File: config.mk
export PLATFORM = sky130hd
export DESIGN_NAME = jump_redirect
export DESIGN_NICKNAME = d
export VERILOG_FILES = /design/src/rtl/cpu_pkg.sv /design/src/rtl/pred_fifo.sv /design/src/rtl/jump_redirect.sv
export SDC_FILE = /design/constraint.sdc
export NUM_CORES = 1
export LEC_CHECK = 0
export CORE_MARGIN = 5
export CORE_UTILIZATION = 54
export DETAILED_ROUTE_END_ITERATION = 8
export PLACE_DENSITY = 0.8
export SLEW_MARGIN = 10
export SYNTH_ARGS = -nofsm -noshare
export SYNTH_HDL_FRONTEND = slang
export SYNTH_HIERARCHICAL = 1
export SYNTH_SLANG_ARGS = --single-unit
File: constraint.sdc
create_clock -name clk -period 5.4 [get_ports clk]
set_input_delay 1.35 -clock clk [delete_from_list [all_inputs] [get_ports clk]]
set_output_delay 1.35 -clock clk [all_outputs]
set_load 0.03 [all_outputs]
File: src/rtl/cpu_pkg.sv
// cpu_pkg
// Shared definitions for the jump-prediction slice of the pipeline.
//   PC_W         : program counter width
//   pred_entry_t : one in-flight prediction record as captured in ID
//                  (predicted direction, predicted target, fall-through PC)
package cpu_pkg;

    localparam int PC_W = 16;

    typedef struct packed {
        logic            taken;
        logic [PC_W-1:0] target;
        logic [PC_W-1:0] pcinc;
    } pred_entry_t;

endpackage

File: src/rtl/pred_fifo.sv
// pred_fifo
// Circular FIFO of pred_entry_t records used to carry predictions from ID
// to MEM.
// Ports:
//   clk, reset          : clock, synchronous active-high reset
//   push_i / wdata_i    : append wdata_i at the tail
//   pop_i               : advance the head
//   clear_i             : drop every entry (wins over push and pop)
//   rdata_o             : current head entry (meaningless while empty)
//   count_o             : occupancy, 0..DEPTH
//   full_o / empty_o    : occupancy flags
// A push while full is accepted only when a pop frees a slot in the same
// cycle; a pop while empty is ignored.
module pred_fifo
    import cpu_pkg::*;
#(
    parameter int DEPTH = 4,
    localparam int AW   = $clog2(DEPTH),
    localparam int CW   = AW + 1
) (
    input  logic          clk,
    input  logic          reset,
    input  logic          push_i,
    input  logic          pop_i,
    input  logic          clear_i,
    input  pred_entry_t   wdata_i,
    output pred_entry_t   rdata_o,
    output logic [CW-1:0] count_o,
    output logic          full_o,
    output logic          empty_o
);

    pred_entry_t   mem_q [DEPTH];
    logic [AW-1:0] wr_ptr_q, wr_ptr_d;
    logic [AW-1:0] rd_ptr_q, rd_ptr_d;
    logic [CW-1:0] count_q, count_d;
    logic          push_ok;
    logic          pop_ok;

    assign full_o  = (count_q == CW'(DEPTH));
    assign empty_o = (count_q == '0);
    assign count_o = count_q;
    assign rdata_o = mem_q[rd_ptr_q];

    assign pop_ok  = pop_i & ~empty_o;
    assign push_ok = push_i & (~full_o | pop_ok);

    // Pointers are AW bits wide, so they wrap at DEPTH on their own.
    always_comb begin
        wr_ptr_d = wr_ptr_q;
        rd_ptr_d = rd_ptr_q;
        count_d  = count_q;
        if (clear_i) begin
            wr_ptr_d = '0;
            rd_ptr_d = '0;
            count_d  = '0;
        end else begin
            if (push_ok) wr_ptr_d = wr_ptr_q + 1'b1;
            if (pop_ok)  rd_ptr_d = rd_ptr_q + 1'b1;
            if (push_ok && !pop_ok) count_d = count_q + CW'(1);
            if (pop_ok && !push_ok) count_d = count_q - CW'(1);
        end
    end

    always_ff @(posedge clk) begin
        if (reset) begin
            wr_ptr_q <= '0;
            rd_ptr_q <= '0;
            count_q  <= '0;
        end else begin
            wr_ptr_q <= wr_ptr_d;
            rd_ptr_q <= rd_ptr_d;
            count_q  <= count_d;
        end
    end

    // Storage needs no reset: entries are only read once counted valid.
    always_ff @(posedge clk) begin
        if (!reset && !clear_i && push_ok) begin
            mem_q[wr_ptr_q] <= wdata_i;
        end
    end

endmodule

File: src/rtl/jump_redirect.sv
// jump_redirect
// Consumer side of the jump predictor. Records every ID-stage prediction,
// checks it against the real outcome when the jump reaches MEM, and selects
// the next PC plus the IF/ID/EX squashes.
// Ports:
//   clk, reset, stall          : clock, sync reset, global pipeline freeze
//   pc_if                      : PC of the instruction in IF
//   id_jump, id_pcinc          : jump in ID and its fall-through address
//   pred_taken, pred_target    : predictor output for the ID jump
//   mem_resolve, mem_taken,
//   mem_target                 : real outcome of the jump in MEM
//   pc_next, pc_we             : PC register load value / enable
//   flush_if, flush_id,
//   flush_ex                   : squash requests
//   pred_enable                : predictor allowed to predict taken
//   q_count, q_error           : queue occupancy, sticky over/underflow
//   resolve_cnt, miss_cnt      : saturating statistics
module jump_redirect
    import cpu_pkg::*;
#(
    parameter int QDEPTH = 4,
    parameter int QUIET  = 2
) (
    input  logic        clk,
    input  logic        reset,
    input  logic        stall,
    input  logic [15:0] pc_if,
    input  logic        id_jump,
    input  logic [15:0] id_pcinc,
    input  logic        pred_taken,
    input  logic [15:0] pred_target,
    input  logic        mem_resolve,
    input  logic        mem_taken,
    input  logic [15:0] mem_target,
    output logic [15:0] pc_next,
    output logic        pc_we,
    output logic        flush_if,
    output logic        flush_id,
    output logic        flush_ex,
    output logic        pred_enable,
    output logic [2:0]  q_count,
    output logic        q_error,
    output logic [15:0] resolve_cnt,
    output logic [15:0] miss_cnt
);

    localparam int CW = $clog2(QDEPTH) + 1;
    localparam int QW = (QUIET < 1) ? 1 : $clog2(QUIET + 1);

    pred_entry_t   fifo_wdata;
    pred_entry_t   fifo_rdata;
    pred_entry_t   head;
    logic [CW-1:0] fifo_count;
    logic          fifo_full;
    logic          fifo_empty;
    logic          pop_req;
    logic          push_req;
    logic          recover;
    logic          pred_redirect;
    logic [PC_W-1:0] pc_inc;

    logic [QW-1:0] quiet_q, quiet_d;
    logic [15:0]   resolve_cnt_q, resolve_cnt_d;
    logic [15:0]   miss_cnt_q, miss_cnt_d;
    logic          q_error_q, q_error_d;

    assign pred_enable = (quiet_q == '0);
    assign pc_inc      = pc_if + 16'd1;

    assign fifo_wdata.taken  = pred_taken & pred_enable;
    assign fifo_wdata.target = pred_target;
    assign fifo_wdata.pcinc  = id_pcinc;

    // An empty queue stands in a not-taken record whose fall-through is
    // the current IF PC, so an unexpected resolve still gets compared.
    always_comb begin
        if (fifo_empty) begin
            head.taken  = 1'b0;
            head.target = '0;
            head.pcinc  = pc_if;
        end else begin
            head = fifo_rdata;
        end
    end

    assign pop_req  = mem_resolve & ~stall & ~reset;
    assign recover  = pop_req &
                      ((head.taken != mem_taken) |
                       (head.taken & mem_taken & (head.target != mem_target)));
    // A push in the same cycle as a recovery belongs to the wrong path.
    assign push_req = id_jump & ~stall & ~reset & ~recover;
    assign pred_redirect = id_jump & pred_taken & pred_enable;

    pred_fifo #(
        .DEPTH (QDEPTH)
    ) u_fifo (
        .clk     (clk),
        .reset   (reset),
        .push_i  (push_req),
        .pop_i   (pop_req),
        .clear_i (recover),
        .wdata_i (fifo_wdata),
        .rdata_o (fifo_rdata),
        .count_o (fifo_count),
        .full_o  (fifo_full),
        .empty_o (fifo_empty)
    );

    // Next-PC selection: recovery beats the ID redirect, which beats
    // sequential fetch. Reset and stall hold the PC.
    always_comb begin
        pc_next  = pc_inc;
        pc_we    = 1'b0;
        flush_if = 1'b0;
        flush_id = 1'b0;
        flush_ex = 1'b0;
        if (!reset && !stall) begin
            pc_we = 1'b1;
            if (recover) begin
                pc_next  = mem_taken ? mem_target : head.pcinc;
                flush_if = 1'b1;
                flush_id = 1'b1;
                flush_ex = 1'b1;
            end else if (pred_redirect) begin
                pc_next  = pred_target;
                flush_if = 1'b1;
            end
        end
    end

    // Statistics, error flag and the post-recovery quiet window.
    always_comb begin
        resolve_cnt_d = resolve_cnt_q;
        miss_cnt_d    = miss_cnt_q;
        quiet_d       = quiet_q;
        q_error_d     = q_error_q;
        if (pop_req && resolve_cnt_q != 16'hFFFF) resolve_cnt_d = resolve_cnt_q + 16'd1;
        if (recover && miss_cnt_q != 16'hFFFF)    miss_cnt_d    = miss_cnt_q + 16'd1;
        if (!stall) begin
            if (recover)              quiet_d = QW'(QUIET);
            else if (quiet_q != '0)   quiet_d = quiet_q - 1'b1;
        end
        if ((push_req && fifo_full && !(pop_req && !fifo_empty)) ||
            (pop_req && fifo_empty)) begin
            q_error_d = 1'b1;
        end
    end

    always_ff @(posedge clk) begin
        if (reset) begin
            resolve_cnt_q <= '0;
            miss_cnt_q    <= '0;
            quiet_q       <= '0;
            q_error_q     <= 1'b0;
        end else begin
            resolve_cnt_q <= resolve_cnt_d;
            miss_cnt_q    <= miss_cnt_d;
            quiet_q       <= quiet_d;
            q_error_q     <= q_error_d;
        end
    end

    assign q_count     = 3'(fifo_count);
    assign q_error     = q_error_q;
    assign resolve_cnt = resolve_cnt_q;
    assign miss_cnt    = miss_cnt_q;

endmodule

==> impl_metrics.yaml, run 1 <==
logic_synthesis:
  ys_async_sr_fraction: 0
  synth_cells: 673
  ys_seq_area_frac: 0.5740
  yosys_register_bits: 176
  synth_enable_flop_cells: 132
  netlist_area_mm2: 0.008441
  ys_types: 62
  syn-num-nets: 754
  avgSynthCellArea_um2: 12.54
  synth_flop_cell: "edfxtp_1"
  ys_warn_count: 6
place:
  io_buffers: 127
  dp_cells: 1001
  place_hpwl_um: 15030
  gp_congestion: 0.9961
  placed_area_mm2: 0.01005
clocking:
  clock_tree.root_cell: "clkbuf_16"
  cts_buffers: 17
  cts_tree: "yes"
  ctsHtreeMaxLevel: 4
  clk_latency_ps: 440
  clock_path_buffers: 2
  cts.clk_slew.worst_paths_ps: 70
  clock-sinks: 176
timing:
  fmax_ghz: 0.1850
  slew_headroom: 0.3092
  fin_worst_skew_ps: 15.07
  period_needed_ps: 5405
  setup_ws_ps: -4.988
  finalSetupViolCount: 1
  min_period_over_period: 1.001
  hold_viol: 0
  setup_tns_ps: -4.988
  worst_pin_slew_ps: 1034
  hold_slack_ps: 499.6
  drv_slew: 0
worst_setup_path:
  critPathLaunchType: "input port"
  crit_fanout: 8
  reg2reg_slack_ps: 870
  r2r-end: "u_fifo/count_o[1]"
  worstSetupEndpointType: "output pin"
  r2r_cells: 15
  worstPathArrival_ps: 4050
  cp.required_ps: 4050
  worstSetupPathType: "input port to output pin"
die:
  die_area_mm2: 0.01823
  io_pins: 128
  core_area_mm2: 0.01526
  die_height_um: 135.0
  fp.dieW_um: 135.0
  start_util: 0.5532
  rows: 45
global_route:
  antenna_found_initial: 0
  overflow: 0
  use_met3: 0.06148
  grt_pass1_vias: 6325
  met2_usage: 0.4077
  grt_pass1_wl_um: 33910
  grt_start_max_net_pins: 44
  grt-busiest-layer: "met2"
  grt_use_total: 0.2419
  met1_usage: 0.3088
power:
  powerDensity_mw_per_mm2: 283.5
  ir_drop_mv: 0.3168
  p_leak_nw: 3.662
outcome:
  outcome: "finished with violations"
  violations: "setup timing"
hold_path:
  min-delay-path-class: "register to register"
  hold_start: "q_error"
  hold_depth: 2
  hold-path-endpoint: "q_error"
final_layout:
  utilization: 0.7032
  fillers: 1019
  layout.cells.most_common: "edfxtp_1"
  area_growth_syn_to_layout_pct: 27.13
  diodes: 0
  stdcell_area_mm2: 0.01073
  finalNonFillerCells: 1039
  final_cell_mix: "edfxtp_1 (132), clkdlybuf4s50_1 (107), nor2_1 (68)"
  finalNetCount: 896
  layout-drive-gt1-share: 0.1703
route:
  post_drt_via_cell_ratio: 5.963
  antenna_left: 0
  wl_per_cell_um: 20.72
  routed_wirelength_um: 21530
  drcViolationCount: 0
  drt-initial-drc-count: 626
  drt_first_pass_iters: 5
  num_vias: 6196
flow_run:
  cap_violations: 0
[cells in the mapped netlist (all sizes together), types with 2 or more instances]
| master | n | area (um^2) |
|---|---|---|
| nand3 | 27 | 135.1 |
| and3 | 13 | 81.33 |
| o31ai | 2 | 20.02 |
| o21ai | 41 | 205.2 |
| o22a | 4 | 35.03 |
| or2 | 5 | 31.28 |
| edfxtp | 132 | 3964 |
| a31o | 5 | 43.79 |
| xnor2 | 18 | 157.7 |
| dfxtp | 44 | 880.8 |
| nor2b | 4 | 25.02 |
| mux2 | 4 | 52.55 |
| o211ai | 2 | 15.01 |
| a32o | 4 | 40.04 |
| nor2 | 68 | 255.2 |
| nand2 | 43 | 161.4 |
| and4 | 4 | 40.04 |
| xor2 | 20 | 175.2 |
| a211oi | 6 | 50.05 |
| or3 | 6 | 37.54 |
| nand3b | 6 | 45.04 |
| nand4b | 4 | 35.03 |
| a31oi | 2 | 12.51 |
| nand4 | 12 | 75.07 |
| clkbuf | 21 | 78.83 |
| and2 | 4 | 27.53 |
| mux2i | 25 | 250.2 |
| inv | 21 | 78.83 |
| a21o | 5 | 38.79 |
| or4 | 5 | 37.54 |
| ha | 9 | 112.6 |
| nand2b | 6 | 37.54 |
| a21oi | 31 | 158.9 |
| buf | 14 | 82.57 |
| or4bb | 2 | 22.52 |
| nand4bb | 2 | 22.52 |
| mux4 | 33 | 743.2 |
| nor3 | 7 | 35.03 |
[worst max-delay path, cell delays in order]
cell,delay (ps)
clkdlybuf4s50_1,520
or4bb_1,400
o22a_1,210
a32o_1,250
o41ai_4,370
buf_4,210
buf_4,120
a21oi_2,100
o21ai_1,300
buf_4,220
[power by group]
part	switching, mW	internal [mW]
logic	0.161	0.124
registers	0.00604	1.46
clock network	0.573	0.716
[flip-flops by register name, summed over array words and instances, names as in the netlist, named ones only]
name             flops
u_fifo/mem_q       132
miss_cnt            16
resolve_cnt         16
u_fifo/count_o       3
quiet_q              2
u_fifo/rd_ptr_q      2
u_fifo/wr_ptr_q      2
q_error              1
[worst max-delay path by stage]
stage | from | slack, ps | cells past startpoint | to
after CTS | mem_target[14] | 60 | 8 | pc_next[14]
after detailed placement | mem_target[14] | 60 | 8 | pc_next[14]
final | mem_target[15] | -5 | 10 | pc_next[7]
after global placement | mem_target[11] | 150 | 8 | pc_next[7]
after global routing | mem_target[15] | -50 | 10 | pc_next[7]
after floorplan | register | 330 | 10 | pc_next[15]
[area by class of cell]
type | instances | area, um^2 | area share
clock inverters | 15 | 197.7 | 0.01842
clock buffers | 17 | 425.4 | 0.03965
flip-flops and latches | 176 | 4848 | 0.4518
repair buffers | 156 | 1530 | 0.1426
inverters | 21 | 78.83 | 0.007346
well taps | 211 | 264.0 | 0.02460
multi-input cells | 443 | 3386 | 0.3155
[cell families (layout without fill, tap and decap cells)]
logic type,after synthesis,in the layout,share of synthesized area
simple gates,221,221,0.1342
mux,62,62,0.1239
flops,176,176,0.5740
fa+ha+maj,10,10,0.01571
buf+inv,56,209,0.02846
xor+xnor,38,38,0.03943
compound gates,110,112,0.08435
[stage by stage]
step / power (mW) / worst slack, ps
after floorplan: 1.629 / 328.5
after global placement: 1.767 / 150.5
after detailed placement: 1.777 / 64.67
after CTS: 3.058 / 63.86
after global routing: 3.141 / -48.83
final: 3.042 / -4.988
[per-layer routing]
layer / up-vias / routed length, um / share of wire
met5: - / 0 / 0
li1: 2841 / - / -
met3: 42 / 1635 / 0.076
met2: 280 / 10900 / 0.51
met4: 0 / 475 / 0.022
met1: 3033 / 8517 / 0.40
[repair_timing]
| item | CTS | global route |
|---|---|---|
| hold buffers | 0 | 0 |
| resized for setup | 0 | 3 |
| setup buffers | 0 | 4 |
| setup endpoints to repair | 0 | 15 |
| endpoints found under the hold margin | 0 | 0 |
Power figures use the tool's default switching activity.
==> inputs of run 2 (changes only) <==
- CORE_MARGIN: 5 -> unset
==> run 2 against run 1 <==
  * Clock power decreased by 9%
  * Power shrank 4.3%
  * Sequential share of layout area grew 0.82 points
  * Largest cell class unchanged
  * The flow now finishes without violations
  * Highest routed layer unchanged
  * Clock skew is 5.2 ps lower
  * Non-clock buffer count shrank 11
  * Sequential power about the same
  * Die area down 11%
==> impl_metrics.yaml, run 2 (synthesis gave the netlist of run 1 again) <==
outcome:
  outcome: "complete, no violations"
clocking:
  clock-sinks: 176
  cts_hold_buf: 0
  cts_buffers: 17
  clock_path_buffers: 2
  cts.clk_slew.worst_paths_ps: 70
  cts_tree: "yes"
  clk_latency_ps: 440
  ctsHtreeMaxLevel: 4
  clock_tree.root_cell: "clkbuf_16"
hold_path:
  hold_start: "quiet_q[0]"
  hold-path-endpoint: "quiet_q[0]"
  hold_depth: 2
  min-delay-path-class: "register to register"
timing:
  fmax_ghz: 0.1885
  fin_worst_skew_ps: 9.904
  finalSetupViolCount: 0
  slew_headroom: 0.2809
  hold_viol: 0
  min_period_over_period: 0.9822
  drv_slew: 0
  period_needed_ps: 5304
  worst_pin_slew_ps: 1077
flow_run:
  cap_violations: 0
power:
  p_leak_nw: 3.566
  powerDensity_mw_per_mm2: 276.5
  fin_total_pwr_mw: 2.912
  ir_drop_mv: 0.2516
global_route:
  antenna_found_initial: 0
  grt_use_total: 0.2580
  grt_start_max_net_pins: 44
  overflow: 0
  grt_pass1_vias: 6045
  grt_pass1_wl_um: 31020
final_layout:
  utilization: 0.6929
  finalNetCount: 885
  diodes: 0
  layout.cells.most_common: "edfxtp_1"
  top_register: "u_fifo/mem_q"
  largest_reg_flops: 132
  final_cell_mix: "edfxtp_1 (132), clkdlybuf4s50_1 (106), nor2_1 (68)"
  layout-drive-gt1-share: 0.1569
  area_growth_syn_to_layout_pct: 24.80
die:
  die_height_um: 127.0
  core_area_mm2: 0.01520
  io_pins: 128
  rows: 45
  fp.dieW_um: 127.0
  die_area_mm2: 0.01613
  start_util: 0.5552
worst_setup_path:
  critPathLaunchType: "input port"
  r2r_cells: 16
  r2r-end: "u_fifo/count_o[2]"
  worstSetupPathType: "input port to output pin"
  worstSetupEndpointType: "output pin"
  reg2reg_slack_ps: 840
  crit_fanout: 11
  cp.required_ps: 4050
  worstPathArrival_ps: 3950
route:
  drt_first_pass_iters: 5
  wl_per_cell_um: 20.13
  routed_wirelength_um: 20210
  num_vias: 6102
  drt-initial-drc-count: 511
  drcViolationCount: 0
  post_drt_via_cell_ratio: 6.078
  antenna_left: 0
place:
  place_hpwl_um: 13760
  io_buffers: 127
  gp_congestion: 0.8743
-- run 2: cell types whose count changed in the layout (fill, tap and decap cells not counted), moves of 2 or more --
cell        delta
clkinvlp_4     +2
inv_6          +3
clkinv_4       +2
buf_4          -8
inv_8          -9
buf_12         -2
-- run 2: worst max path at each step --
stage,to,startpoint,cells after the start,slack [ps]
CTS,pc_next[14],mem_target[11],8,-20
global route,pc_next[2],mem_target[14],10,-6
floorplan,pc_next[15],register,10,330
finish,pc_next[2],mem_target[4],9,100
detailed placement,pc_next[2],mem_target[11],9,-50
global placement,pc_next[15],mem_target[11],8,50
-- run 2: through the flow --
| stage | area [um^2] | worst slack [ps] | hold slack (ps) | cells | setup TNS (ps) |
|---|---|---|---|---|---|
| after floorplan | 8441 | 328.5 | 445.1 | 673 | 0 |
| after global placement | 9940 | 52.88 | 452.0 | 970 | 0 |
| after detailed placement | 9940 | -45.68 | 469.0 | 970 | -100.1 |
| after CTS | 10510 | -20.83 | 478.1 | 1002 | -106.3 |
| after global routing | 10530 | -5.897 | 499.8 | 1004 | -5.897 |
| final | 10530 | 96.27 | 476.0 | 1004 | 0 |
-- run 2: final cells by class --
cell class              count  area, um^2
multi-input cells         443        3393
repair buffers            145        1421
clock inverters            13       130.1
clock buffers              18       429.2
flip-flops and latches    176        4846
inverters                  21       78.83
well taps                 188       235.2
fillers                  1049        4668
-- run 2: critical path: stages --
cell	delay [ps]
clkdlybuf4s50_1	540
or4_1	530
a32o_1	290
o41ai_4	400
buf_4	210
a21oi_4	130
a211oi_1	230
a31oi_1	70
buf_4	200
-- run 2: layer usage --
metal / global-route usage / wire length (um)
met5: 0 / 0
met4: 0.1331 / 582
met3: 0.05109 / 1338
met2: 0.4140 / 9758
met1: 0.3362 / 8534
-- run 2: what timing repair did --
action,4_1_cts,5_1_grt
endpoints found under the setup margin,3,17
gates resized for setup,0,2
pin swaps,1,2
cloned,1,1
setup buffers,0,1
-- run 2: where the power goes --
group | internal (mW) | switching, mW | total (mW) | leakage (nW)
registers | 1.46 | 0.00520 | 1.47 | 1.54
clock network | 0.642 | 0.526 | 1.17 | 0.266
logic | 0.117 | 0.159 | 0.276 | 1.76
total | 2.22 | 0.691 | 2.91 | 3.57
